### config.mk
export PLATFORM = sky130hd
export DESIGN_NAME = swd_target_dp_flat
export DESIGN_NICKNAME = d
export VERILOG_FILES = /design/src/rtl/swd_target_pkg.sv /design/src/rtl/swd_target_dp_if.sv /design/src/rtl/swd_target_sync.sv /design/src/rtl/swd_target_dp.sv /design/src/flat_wrapper.sv
export SDC_FILE = /design/constraint.sdc
export NUM_CORES = 1
export LEC_CHECK = 0
export BUFFER_PORTS_ARGS = -buffer_cell sky130_fd_sc_hd__buf_2
export CORE_UTILIZATION = 30
export CTS_BUF_LIST = sky130_fd_sc_hd__clkbuf_4
export DETAILED_ROUTE_END_ITERATION = 10
export HOLD_SLACK_MARGIN = 0.02
export PLACE_DENSITY = 0.57
export SYNTH_ARGS = -nofsm -noshare
export SYNTH_HDL_FRONTEND = slang
export SYNTH_SLANG_ARGS = --single-unit
### constraint.sdc
create_clock -name CLK -period 8.05 [get_ports CLK]
set_input_delay 1.2075 -clock CLK [delete_from_list [all_inputs] [get_ports CLK]]
set_output_delay 1.2075 -clock CLK [all_outputs]
set_load 0.01 [all_outputs]
### src/rtl/swd_target_pkg.sv
// Shared types and constants for the SWD target Debug Port.
package swd_target_pkg;
    typedef enum logic [3:0] {
        LOCKOUT, IDLE, HDR, TRN1, ACK, RDATA, TRN2, WTRN, WDATA
    } state_t;

    localparam logic [2:0] ACK_OK    = 3'b001;
    localparam logic [2:0] ACK_WAIT  = 3'b010;
    localparam logic [2:0] ACK_FAULT = 3'b100;

    localparam logic [1:0] DP_IDCODE_ABORT  = 2'd0;
    localparam logic [1:0] DP_CTRLSTAT      = 2'd1;
    localparam logic [1:0] DP_SELECT_RESEND = 2'd2;
    localparam logic [1:0] DP_RDBUFF        = 2'd3;

    localparam int CS_STICKYERR = 5;
    localparam int CS_WDATAERR  = 7;
    localparam int CS_B28       = 28;
    localparam int CS_B29       = 29;
    localparam int CS_B30       = 30;
    localparam int CS_B31       = 31;

    localparam int AB_DAPABORT  = 0;
    localparam int AB_STKERRCLR = 2;
    localparam int AB_WDERRCLR  = 3;
endpackage

### src/rtl/swd_target_dp_if.sv
// AP backend handshake between the Debug Port (master) and the local AP (slave).
interface swd_target_dp_if;
    logic        AP_REQ;
    logic        AP_RnW;
    logic [7:0]  AP_APSEL;
    logic [7:0]  AP_ADDR;
    logic [31:0] AP_WDATA;
    logic        AP_ACK;
    logic [31:0] AP_RDATA;
    logic        AP_ERR;

    modport master (output AP_REQ, AP_RnW, AP_APSEL, AP_ADDR, AP_WDATA,
                    input  AP_ACK, AP_RDATA, AP_ERR);
    modport slave  (input  AP_REQ, AP_RnW, AP_APSEL, AP_ADDR, AP_WDATA,
                    output AP_ACK, AP_RDATA, AP_ERR);
endinterface

### src/rtl/swd_target_sync.sv
// 2FF synchronizers for SWCLK/SWDIO plus SWCLK rising-edge detect in CLK domain.
module swd_target_sync (
    input  logic CLK,
    input  logic RESET,
    input  logic SWCLK,
    input  logic SWDIO_I,
    output logic rise,
    output logic din
);
    logic [2:0] clk_s;
    logic [1:0] dio_s;

    always_ff @(posedge CLK or posedge RESET) begin
        if (RESET) begin
            clk_s <= '0;
            dio_s <= '0;
        end else begin
            clk_s <= {clk_s[1:0], SWCLK};
            dio_s <= {dio_s[0], SWDIO_I};
        end
    end

    // data and clock go through equal depth so din is aligned with rise
    assign rise = clk_s[1] & ~clk_s[2];
    assign din  = dio_s[1];
endmodule

### src/rtl/swd_target_dp.sv
// SWD target Debug Port: header decode, ACK/data drive, DP registers and
// posted AP access forwarding over a req/ack handshake.
module swd_target_dp
    import swd_target_pkg::*;
#(
    parameter logic [31:0] IDCODE    = 32'h2BA01477,
    parameter int          LRST_BITS = 50
) (
    input  logic CLK,
    input  logic RESET,
    input  logic SWCLK,
    input  logic SWDIO_I,
    output logic SWDIO_O,
    output logic SWDIO_OE,
    swd_target_dp_if.master ap
);
    localparam int LW = $clog2(LRST_BITS);
    localparam logic [LW-1:0] LRST_MAX = LW'(LRST_BITS - 1);

    logic rise, din;
    state_t state, nxt;
    logic [5:0] cnt;
    logic [31:0] sh, rdat, rsel, rdbuff, ctrlstat, ap_wdata;
    logic [LW-1:0] lrst_cnt;
    logic r_apndp, r_rnw, rpar, oe, o, c28, c30, sticky, wderr, busy, ap_rnw;
    logic [1:0] r_a;
    logic [2:0] ack_r, ack_nxt;
    logic [7:0] sel_apsel, ap_apsel, ap_addr;
    logic [3:0] sel_bank;
    logic hdr_ok, lrst_hit, par_ok, dapabort;

    swd_target_sync u_sync (.CLK(CLK), .RESET(RESET), .SWCLK(SWCLK), .SWDIO_I(SWDIO_I),
                            .rise(rise), .din(din));

    // header bits 1..6 sit in sh[26..31] when park arrives on din
    assign hdr_ok   = (sh[30] == ^sh[29:26]) & ~sh[31] & din;
    assign lrst_hit = ~oe & din & (lrst_cnt == LRST_MAX);
    assign par_ok   = (din == ^sh);
    assign dapabort = rise & (state == WDATA) & (cnt == 6'd32) & par_ok & ~r_apndp
                    & (r_a == DP_IDCODE_ABORT) & sh[AB_DAPABORT];

    always_comb begin
        ctrlstat               = '0;
        ctrlstat[CS_B31]       = c30;
        ctrlstat[CS_B30]       = c30;
        ctrlstat[CS_B29]       = c28;
        ctrlstat[CS_B28]       = c28;
        ctrlstat[CS_WDATAERR]  = wderr;
        ctrlstat[CS_STICKYERR] = sticky;
        rsel = rdbuff;
        if (!r_apndp) begin
            case (r_a)
                DP_IDCODE_ABORT: rsel = IDCODE;
                DP_CTRLSTAT:     rsel = ctrlstat;
                default:         rsel = rdbuff;
            endcase
        end
        if (r_apndp)
            ack_nxt = (sticky | wderr) ? ACK_FAULT : (busy ? ACK_WAIT : ACK_OK);
        else
            ack_nxt = (r_rnw && r_a == DP_RDBUFF && busy) ? ACK_WAIT : ACK_OK;
    end

    always_comb begin
        nxt = state;
        case (state)
            IDLE:    if (din) nxt = HDR;
            HDR:     if (cnt == 6'd6) nxt = hdr_ok ? TRN1 : LOCKOUT;
            TRN1:    nxt = ACK;
            ACK:     if (cnt == 6'd2) nxt = (ack_r != ACK_OK) ? TRN2 : (r_rnw ? RDATA : WTRN);
            RDATA:   if (cnt == 6'd32) nxt = TRN2;
            TRN2:    nxt = IDLE;
            WTRN:    nxt = WDATA;
            WDATA:   if (cnt == 6'd32) nxt = IDLE;
            default: nxt = state;
        endcase
        if (lrst_hit) nxt = IDLE;
    end

    always_ff @(posedge CLK or posedge RESET) begin
        if (RESET) begin
            state <= LOCKOUT;
            cnt   <= '0;
        end else if (rise) begin
            state <= nxt;
            cnt   <= (nxt != state) ? 6'd0 : cnt + 6'd1;
        end
    end

    always_ff @(posedge CLK or posedge RESET) begin
        if (RESET) begin
            oe <= 1'b0; o <= 1'b0; sh <= '0; lrst_cnt <= '0;
            r_apndp <= 1'b0; r_rnw <= 1'b0; r_a <= '0; ack_r <= '0;
            rdat <= '0; rpar <= 1'b0; sel_apsel <= '0; sel_bank <= '0;
            c28 <= 1'b0; c30 <= 1'b0; rdbuff <= '0; sticky <= 1'b0; wderr <= 1'b0;
            busy <= 1'b0; ap_rnw <= 1'b0; ap_apsel <= '0; ap_addr <= '0; ap_wdata <= '0;
        end else begin
            // an abort in the same cycle discards the backend response
            if (busy && ap.AP_ACK && !dapabort) begin
                busy <= 1'b0;
                if (ap_rnw) rdbuff <= ap.AP_RDATA;
                if (ap.AP_ERR) sticky <= 1'b1;
            end
            if (rise) begin
                sh <= {din, sh[31:1]};
                if (oe || !din) lrst_cnt <= '0;
                else if (lrst_cnt != LRST_MAX) lrst_cnt <= lrst_cnt + LW'(1);
                case (state)
                    HDR: if (cnt == 6'd6) begin
                        r_apndp <= sh[26];
                        r_rnw   <= sh[27];
                        r_a     <= sh[29:28];
                    end
                    TRN1: begin
                        oe    <= 1'b1;
                        o     <= ack_nxt[0];
                        ack_r <= ack_nxt;
                    end
                    ACK: begin
                        if (cnt == 6'd0) o <= ack_r[1];
                        else if (cnt == 6'd1) o <= ack_r[2];
                        else if (ack_r == ACK_OK && r_rnw) begin
                            o    <= rsel[0];
                            rdat <= rsel;
                            rpar <= ^rsel;
                            if (r_apndp) begin
                                busy     <= 1'b1;
                                ap_rnw   <= 1'b1;
                                ap_apsel <= sel_apsel;
                                ap_addr  <= {sel_bank, r_a, 2'b00};
                            end
                        end else begin
                            oe <= 1'b0;
                            o  <= 1'b0;
                        end
                    end
                    RDATA: begin
                        if (cnt < 6'd31) begin
                            o    <= rdat[1];
                            rdat <= rdat >> 1;
                        end else if (cnt == 6'd31) o <= rpar;
                        else begin
                            oe <= 1'b0;
                            o  <= 1'b0;
                        end
                    end
                    WDATA: if (cnt == 6'd32) begin
                        if (!par_ok) wderr <= 1'b1;
                        else if (r_apndp) begin
                            busy     <= 1'b1;
                            ap_rnw   <= 1'b0;
                            ap_apsel <= sel_apsel;
                            ap_addr  <= {sel_bank, r_a, 2'b00};
                            ap_wdata <= sh;
                        end else begin
                            case (r_a)
                                DP_IDCODE_ABORT: begin
                                    if (sh[AB_DAPABORT])  busy   <= 1'b0;
                                    if (sh[AB_STKERRCLR]) sticky <= 1'b0;
                                    if (sh[AB_WDERRCLR])  wderr  <= 1'b0;
                                end
                                DP_CTRLSTAT: begin
                                    c28 <= sh[CS_B28];
                                    c30 <= sh[CS_B30];
                                end
                                DP_SELECT_RESEND: begin
                                    sel_apsel <= sh[31:24];
                                    sel_bank  <= sh[7:4];
                                end
                                default: ;
                            endcase
                        end
                    end
                    default: ;
                endcase
                if (lrst_hit) begin
                    oe <= 1'b0;
                    o  <= 1'b0;
                end
            end
        end
    end

    assign SWDIO_O     = o;
    assign SWDIO_OE    = oe;
    assign ap.AP_REQ   = busy;
    assign ap.AP_RnW   = ap_rnw;
    assign ap.AP_APSEL = ap_apsel;
    assign ap.AP_ADDR  = ap_addr;
    assign ap.AP_WDATA = ap_wdata;
endmodule

### src/flat_wrapper.sv
// flat-port wrapper written by rule: the top's interface ports become plain ports
module swd_target_dp_flat import swd_target_pkg::*;
#(
    parameter logic [31:0] IDCODE    = 32'h2BA01477,
    parameter int          LRST_BITS = 50
)
  (CLK, RESET, SWCLK, SWDIO_I, SWDIO_O, SWDIO_OE, ap_AP_REQ, ap_AP_RnW, ap_AP_APSEL, ap_AP_ADDR, ap_AP_WDATA, ap_AP_ACK, ap_AP_RDATA, ap_AP_ERR);
  swd_target_dp_if ap_i ();
  input  logic CLK;
  input  logic RESET;
  input  logic SWCLK;
  input  logic SWDIO_I;
  output logic SWDIO_O;
  output logic SWDIO_OE;
  output wire logic [$bits(ap_i.AP_REQ)-1:0] ap_AP_REQ;
  output wire logic [$bits(ap_i.AP_RnW)-1:0] ap_AP_RnW;
  output wire logic [$bits(ap_i.AP_APSEL)-1:0] ap_AP_APSEL;
  output wire logic [$bits(ap_i.AP_ADDR)-1:0] ap_AP_ADDR;
  output wire logic [$bits(ap_i.AP_WDATA)-1:0] ap_AP_WDATA;
  input wire logic [$bits(ap_i.AP_ACK)-1:0] ap_AP_ACK;
  input wire logic [$bits(ap_i.AP_RDATA)-1:0] ap_AP_RDATA;
  input wire logic [$bits(ap_i.AP_ERR)-1:0] ap_AP_ERR;
  assign ap_AP_REQ = ap_i.AP_REQ;
  assign ap_AP_RnW = ap_i.AP_RnW;
  assign ap_AP_APSEL = ap_i.AP_APSEL;
  assign ap_AP_ADDR = ap_i.AP_ADDR;
  assign ap_AP_WDATA = ap_i.AP_WDATA;
  assign ap_i.AP_ACK = ap_AP_ACK;
  assign ap_i.AP_RDATA = ap_AP_RDATA;
  assign ap_i.AP_ERR = ap_AP_ERR;
  swd_target_dp #(.IDCODE(IDCODE), .LRST_BITS(LRST_BITS)) u_core (.CLK(CLK), .RESET(RESET), .SWCLK(SWCLK), .SWDIO_I(SWDIO_I), .SWDIO_O(SWDIO_O), .SWDIO_OE(SWDIO_OE), .ap(ap_i));
endmodule
After elaboration in Yosys (flattened, before gate mapping). Index checks and enable logic that the tools add are counted.

Bits in registers: 193. Input port bits: 38.

Multiplexer cells: 85. Equality and inequality tests: 39. $lt $le $gt $ge: 1. Bitwise operators: 18. Reduce and logical (&&, ||, !) cells: 31. Add/subtract/negate cells: 2.

Operators by type and width (count): $mux 32 (5); $pmux 32 s2 (2); $mux 8 (12); $reduce_xor 32->1 (2); $mux 1 (43); $pmux 4 s8 (1); $pmux 8 s2 (2); $mux 4 (7); $reduce_and 6->1 (4); $mux 6 (3); $eq 4x3->1 const B (4); $ne 3x2->1 const B (5); $reduce_and 7->1 (2); $add 6x1->6 const B (2); $eq 6x6->1 const B (2); $ne 2x1->1 const B (6); $and 1x1->1 (11); $ne 2x2->1 const B (5); $reduce_and 5->1 (2); $reduce_and 9->1 (1); $eq 4x2->1 const B (2); $mux 2 (4); $reduce_and 2->1 (4); $eq 6x1->1 const B (1); other kinds (27) (44).

Depth between registers and ports, before layout.
Word-level depth: 18. Gate-level depth with buffers: 11. Depth with buffers taken out: 9.

Cells and area by module. From an unflattened synthesis, not the netlist that was laid out.

Cells, all modules: 766. Area total of the unflattened synthesis: 9061.2 µm².

By module, submodules not included: swd_target_dp (cells an instance 759, area an instance 8918.6 µm², times used 1, sequential area each 4629.4 µm²); swd_target_sync (cells an instance 7, area an instance 142.6 µm², times used 1, sequential area each 125.1 µm²).

Worst setup path after synthesis. OpenSTA, ideal clock, no wires.

Path kind: flip-flop to flip-flop. Start: register u_core.sh[28]. End: register u_core.rdbuff[0]. Period minus slack after synthesis: 2.740 ns. Path buffers: 1. Arrival: 2.615 ns. Path slack: 5.310 ns. Cell stages (with the launch flop): 8. Cells stage by stage: dfrtp_1 > xnor3_1 > xnor2_2 > xnor3_2 > xnor2_4 > a311oi_4 > buf_6 > mux2_4.

Longest elaborated chain between the ends: 9.

RTL lines: from (decl) (RTL line swd_target_dp.sv:23) `logic [31:0] sh, rdat, rsel, rdbuff, ctrlstat, ap_wdata;`; from (signal assigned) (RTL line swd_target_dp.sv:105) `sh <= {din, sh[31:1]};`; $reduce_xor 32->1 (RTL line swd_target_dp.sv:38) `assign par_ok = (din == ^sh);`; $eq 1x1->1 (RTL line swd_target_dp.sv:38); $and 1x1->1 (2 in a row) (RTL line swd_target_dp.sv:39) `assign dapabort = rise & (state == WDATA) & (cnt == 6'd32) & par_ok & ~r_apndp`; $and 1x1->1 (2 in a row) (RTL line swd_target_dp.sv:40) `& (r_a == DP_IDCODE_ABORT) & sh[AB_DAPABORT];`; $logic_not 1->1 (RTL line swd_target_dp.sv:99) `if (busy && ap.AP_ACK && !dapabort) begin`; $logic_and 1x1->1 (RTL line swd_target_dp.sv:99); $reduce_and 2->1 (no source line); to (signal assigned) (RTL line swd_target_dp.sv:101) `if (ap_rnw) rdbuff <= ap.AP_RDATA;`; to (decl) (RTL line swd_target_dp.sv:23).

Every way passes these cells. A chain may end at the register's enable or synchronous reset.

Worst setup path after layout.
Start: register u_core.cnt[2]. End: register u_core.ap_addr[3], in the netlist u_core.ap.AP_ADDR[3].

Longest elaborated chain between the ends: 3. Elaborated cells on any way between the ends: 7. Classes of those cells: eq/ne: 5; reduce/logical: 2.

RTL lines: from (decl) (RTL line swd_target_dp.sv:22) `logic [5:0] cnt;`; from (signal assigned) (RTL line swd_target_dp.sv:86) `cnt <= (nxt != state) ? 6'd0 : cnt + 6'd1;`; $eq 6x6->1, or another cell as far along (RTL line swd_target_dp.sv:147) `WDATA: if (cnt == 6'd32) begin`; $ne 2x2->1 (no source line); $reduce_and 7->1 (no source line) *; to (signal assigned) (RTL line swd_target_dp.sv:130) `ap_addr <= {sel_bank, r_a, 2'b00};`; to (signal assigned) (RTL line swd_target_dp.sv:153) `ap_addr <= {sel_bank, r_a, 2'b00};`; to (decl) (RTL line swd_target_dp.sv:28) `logic [7:0] sel_apsel, ap_apsel, ap_addr;`.

Mark *: on every way between the ends. The rest lies on a longest branch, timed or not.

==> results.md <==
* CP Data Required Time at 8520 ps
* Post-CTS sizing at 0
* Post-synth top area cell: dfrtp_1
* Setup TNS at 0 ps
* Post-DP HPWL at 13400 um
* Power share of the clock group at 28.2%
* Comb power frac at 16.2%
* Ports at 90
* Fmax at 0.301 GHz
* Fin nets at 950
* Placement Setup Slack at 4760 ps
* Overall routing resource usage at 13.9%
* Vias in the first global route at 6231
* Max IR drop VDD at between 0.1 and 0.15 mV
* Fin cells at 1309
* P_sw at 0.000540 W
* Die Height at 176 um
* Later-pin clock latency in the skew report at 590 ps
* GPL Wtd Cong at ~0.80
* Die W at 176 um
* Min Hold Slack at 367 ps
* Synthesized netlist cell count at approximately 840
* CTS Sinks at 190
* Num rows at 63
* IO buf count at 87
* H-tree Lvls at 4
* Die area at 31100 sq um
* Setup CP Type: reg2reg
* Via density at 4.73
* Synth Register Bits at 190
* Initial antenna violation count at 1
* Iteration-0 DRC Markers at 431
* Fin crit period at 3330 ps
* Final Hold Viols at 0
* Slew headroom at 36.2%
* First-pass GRT wire length at between 30000 and 40000 um
* Final Instance Area at a little over 10000 sq um
* Max-slew violations at 0
* Max-cap violation count at 0
* Initial Util at 30.7%
* Yosys warns at 0
* RSZ-0062 raised after global routing: no
* Post-Place Cells at 1277
* FF+latch area at 4750 sq um
* Post-synth EDFFs at 0
* Leakage at 4.97 nW
* Syn_area_per_cell at 10.8 sq um
* Largest net degree at the start of global routing at 114
* Final Cycle Share at 41.3%
* P&R area growth vs syn at 11.3%
* Top cell type's share of synthesized area at between 50 and 60%
* Arrival time worst endpoint at 3800 ps
* Top_reg_cell synth: dfrtp_1
* Max FO, Critical Path at 33
* Hold Crit Class: reg2reg
* CTS tree: done
* Hold-fix buffers, CTS at 0
* CTS Buffer Depth at 2
* DRC errors left at 0
* Sequential-to-total area share from yosys stat at a little over half
* WL final at 20200 um
* Pwr per Cell Area at 181 nW/um^2
* Fillers at 3021
* Busiest grt layer: met2
* Count of different cell masters after synthesis at between 60 and 70
* Netlist Area Pre-Place at 9110 sq um
* Share of cells above drive strength 1 at around a quarter
* Clock root buffer master: clkbuf_4
* Num CTS Buffers at 17
* Worst setup margin at 4720 ps
* Element type at the critical path end: flop
* Final ANT Viol Nets at 0
* Pint at 0.00129 W
* Clock transition at path regs at ~150 ps
* Main area contributors after synthesis: dfrtp_1 (52%), mux2_2 (8.4%), nand2_1 (6.5%)
* Most common cell after layout, fill and taps aside: dfrtp_1
* Core area at 29700 sq um
* Power share of the sequential group at approximately 56%
* CP Launch Type: flop
* M3 GR Usage at 2.78%
* Grt met1 use at 19.8%
* Most frequent cells in the layout: dfrtp_1 (190), nand2_1 (157), buf_2 (87)
* DR WL/cell at 15.4 um
* Status: completed
* Final number of setup-violating endpoints at 0
* Buffer count from post-CTS setup fixing at 0
* Worst Tran Pin Value at between 900 and 1000 ps
* DP Area at slightly below 10000 sq um
* Pre-Repair DR Iteration Count at 6
* Sw Ratio at between 20% and 30%
* Share of flip-flops with an asynchronous set or reset at 100%
* Met2 Use GR at 21.1%
* Area occupied by multi-input gates at 4080 sq um
* Gr ovfl total at 0
* Clk_skew at 26.4 ps
* Vias at a little over 6000
## Yosys cell counts, types with 3 or more instances
master / n
o21ai_0: 57
ha_1: 6
and3_1: 17
clkbuf_1: 34
nand3b_1: 3
a21oi_1: 61
nor3_1: 8
xnor2_1: 47
buf_2: 4
nand3_1: 13
o21a_1: 3
dfrtp_1: 190
mux2i_1: 3
o31ai_1: 4
mux2_2: 68
nand2_1: 157
nor2b_1: 3
xor2_1: 5
xnor3_1: 3
buf_6: 4
buf_1: 6
inv_1: 14
buf_4: 3
or3_1: 4
nand4_1: 6
mux2_4: 31
nor2_1: 36
## area by class of cell
class / instances / area share (%)
Antenna cell: 1 / 0.0247
Clock buffer: 17 / 1.26
Clock inverter: 14 / 1.42
Inverter: 14 / 0.592
Multi-Input combinational cell: 589 / 40.2
Sequential cell: 190 / 46.9
Tap cell: 390 / 4.81
Timing Repair Buffer: 94 / 4.81
## cells by family after synthesis
kind of cell,count (synthesis),synth area share [%]
AO/OA/AOI/OAI,154,9.93
other,1,0.0412
adder cells (fa/ha/maj),6,0.824
multiplexers,102,13.8
buffers and inverters,66,3.24
AND/OR/NAND/NOR,266,13.2
XOR/XNOR,59,6.74
flip-flops,190,52.2
## layer usage
layer	wire (um)	part of all wire [%]
met1	10200	50
met2	8910	44
met3	753	3.7
met4	342	1.7
met5	0	0
## worst max-delay path, cell delays in order (launching register included)
cell and delay [ps]:
dfrtp_1 500, nor4b_1 600, nand4_1 320, nor2_1 360, nand3b_1 130, mux2_4 490
nand2_2 400, mux2_2 390
## path summary, 6_finish.rpt
| check | startpoint | end | slack (ps) | cells past startpoint |
|---|---|---|---|---|
| min in group asynchronous | RESET | u_core.ap.AP_WDATA[7] | 740 | 2 |
| setup reg to reg | u_core.cnt[2] | u_core.ap.AP_ADDR[3] | 4720 | 7 |
| hold / removal | u_core.u_sync.clk_s[0] | u_core.u_sync.clk_s[1] | 370 | 0 |
| hold reg to reg | u_core.u_sync.clk_s[0] | u_core.u_sync.clk_s[1] | 370 | 0 |
| setup / recovery | u_core.cnt[2] | u_core.ap.AP_ADDR[3] | 4720 | 7 |
| max in group asynchronous | RESET | u_core.ap.AP_ADDR[3] | 5860 | 3 |
## state kept, by name, summed over array words and instances, names as in the netlist, 2 cells and up
| signal | flops |
|---|---|
| u_core.u_sync.clk_s | 3 |
| u_core.r_a | 2 |
| u_core.rdat | 31 |
| u_core.state | 4 |
| u_core.ap.AP_ADDR | 6 |
| u_core.ap.AP_APSEL | 8 |
| u_core.cnt | 6 |
| u_core.ack_r | 3 |
| u_core.sel_apsel | 8 |
| u_core.sel_bank | 4 |
| u_core.rdbuff | 32 |
| u_core.sh | 32 |
| u_core.lrst_cnt | 6 |
| u_core.ap.AP_WDATA | 32 |
| u_core.u_sync.dio_s | 2 |
## stage by stage
| stage | total power (W) | utilization [%] |
|---|---|---|
| 2_1_floorplan | 0.00127 | - |
| 3_3_place_gp | 0.00133 | 33.2 |
| 3_5_place_dp | 0.00134 | 33.2 |
| 4_1_cts | 0.00186 | 34.1 |
| 5_1_grt | 0.00193 | 34.1 |
| 6_report | 0.00183 | 34.1 |
## power groups by stage
stage                     clock [W]  combinational, W  sequential [W]
after floorplan                   0          0.000253         0.00102
after global routing       0.000576          0.000330         0.00103
final                      0.000517          0.000298         0.00102
after CTS                  0.000540          0.000302         0.00102
after global placement            0          0.000296         0.00104
after detailed placement          0          0.000301         0.00104
Note: power is estimated with default switching activity, not from simulation.
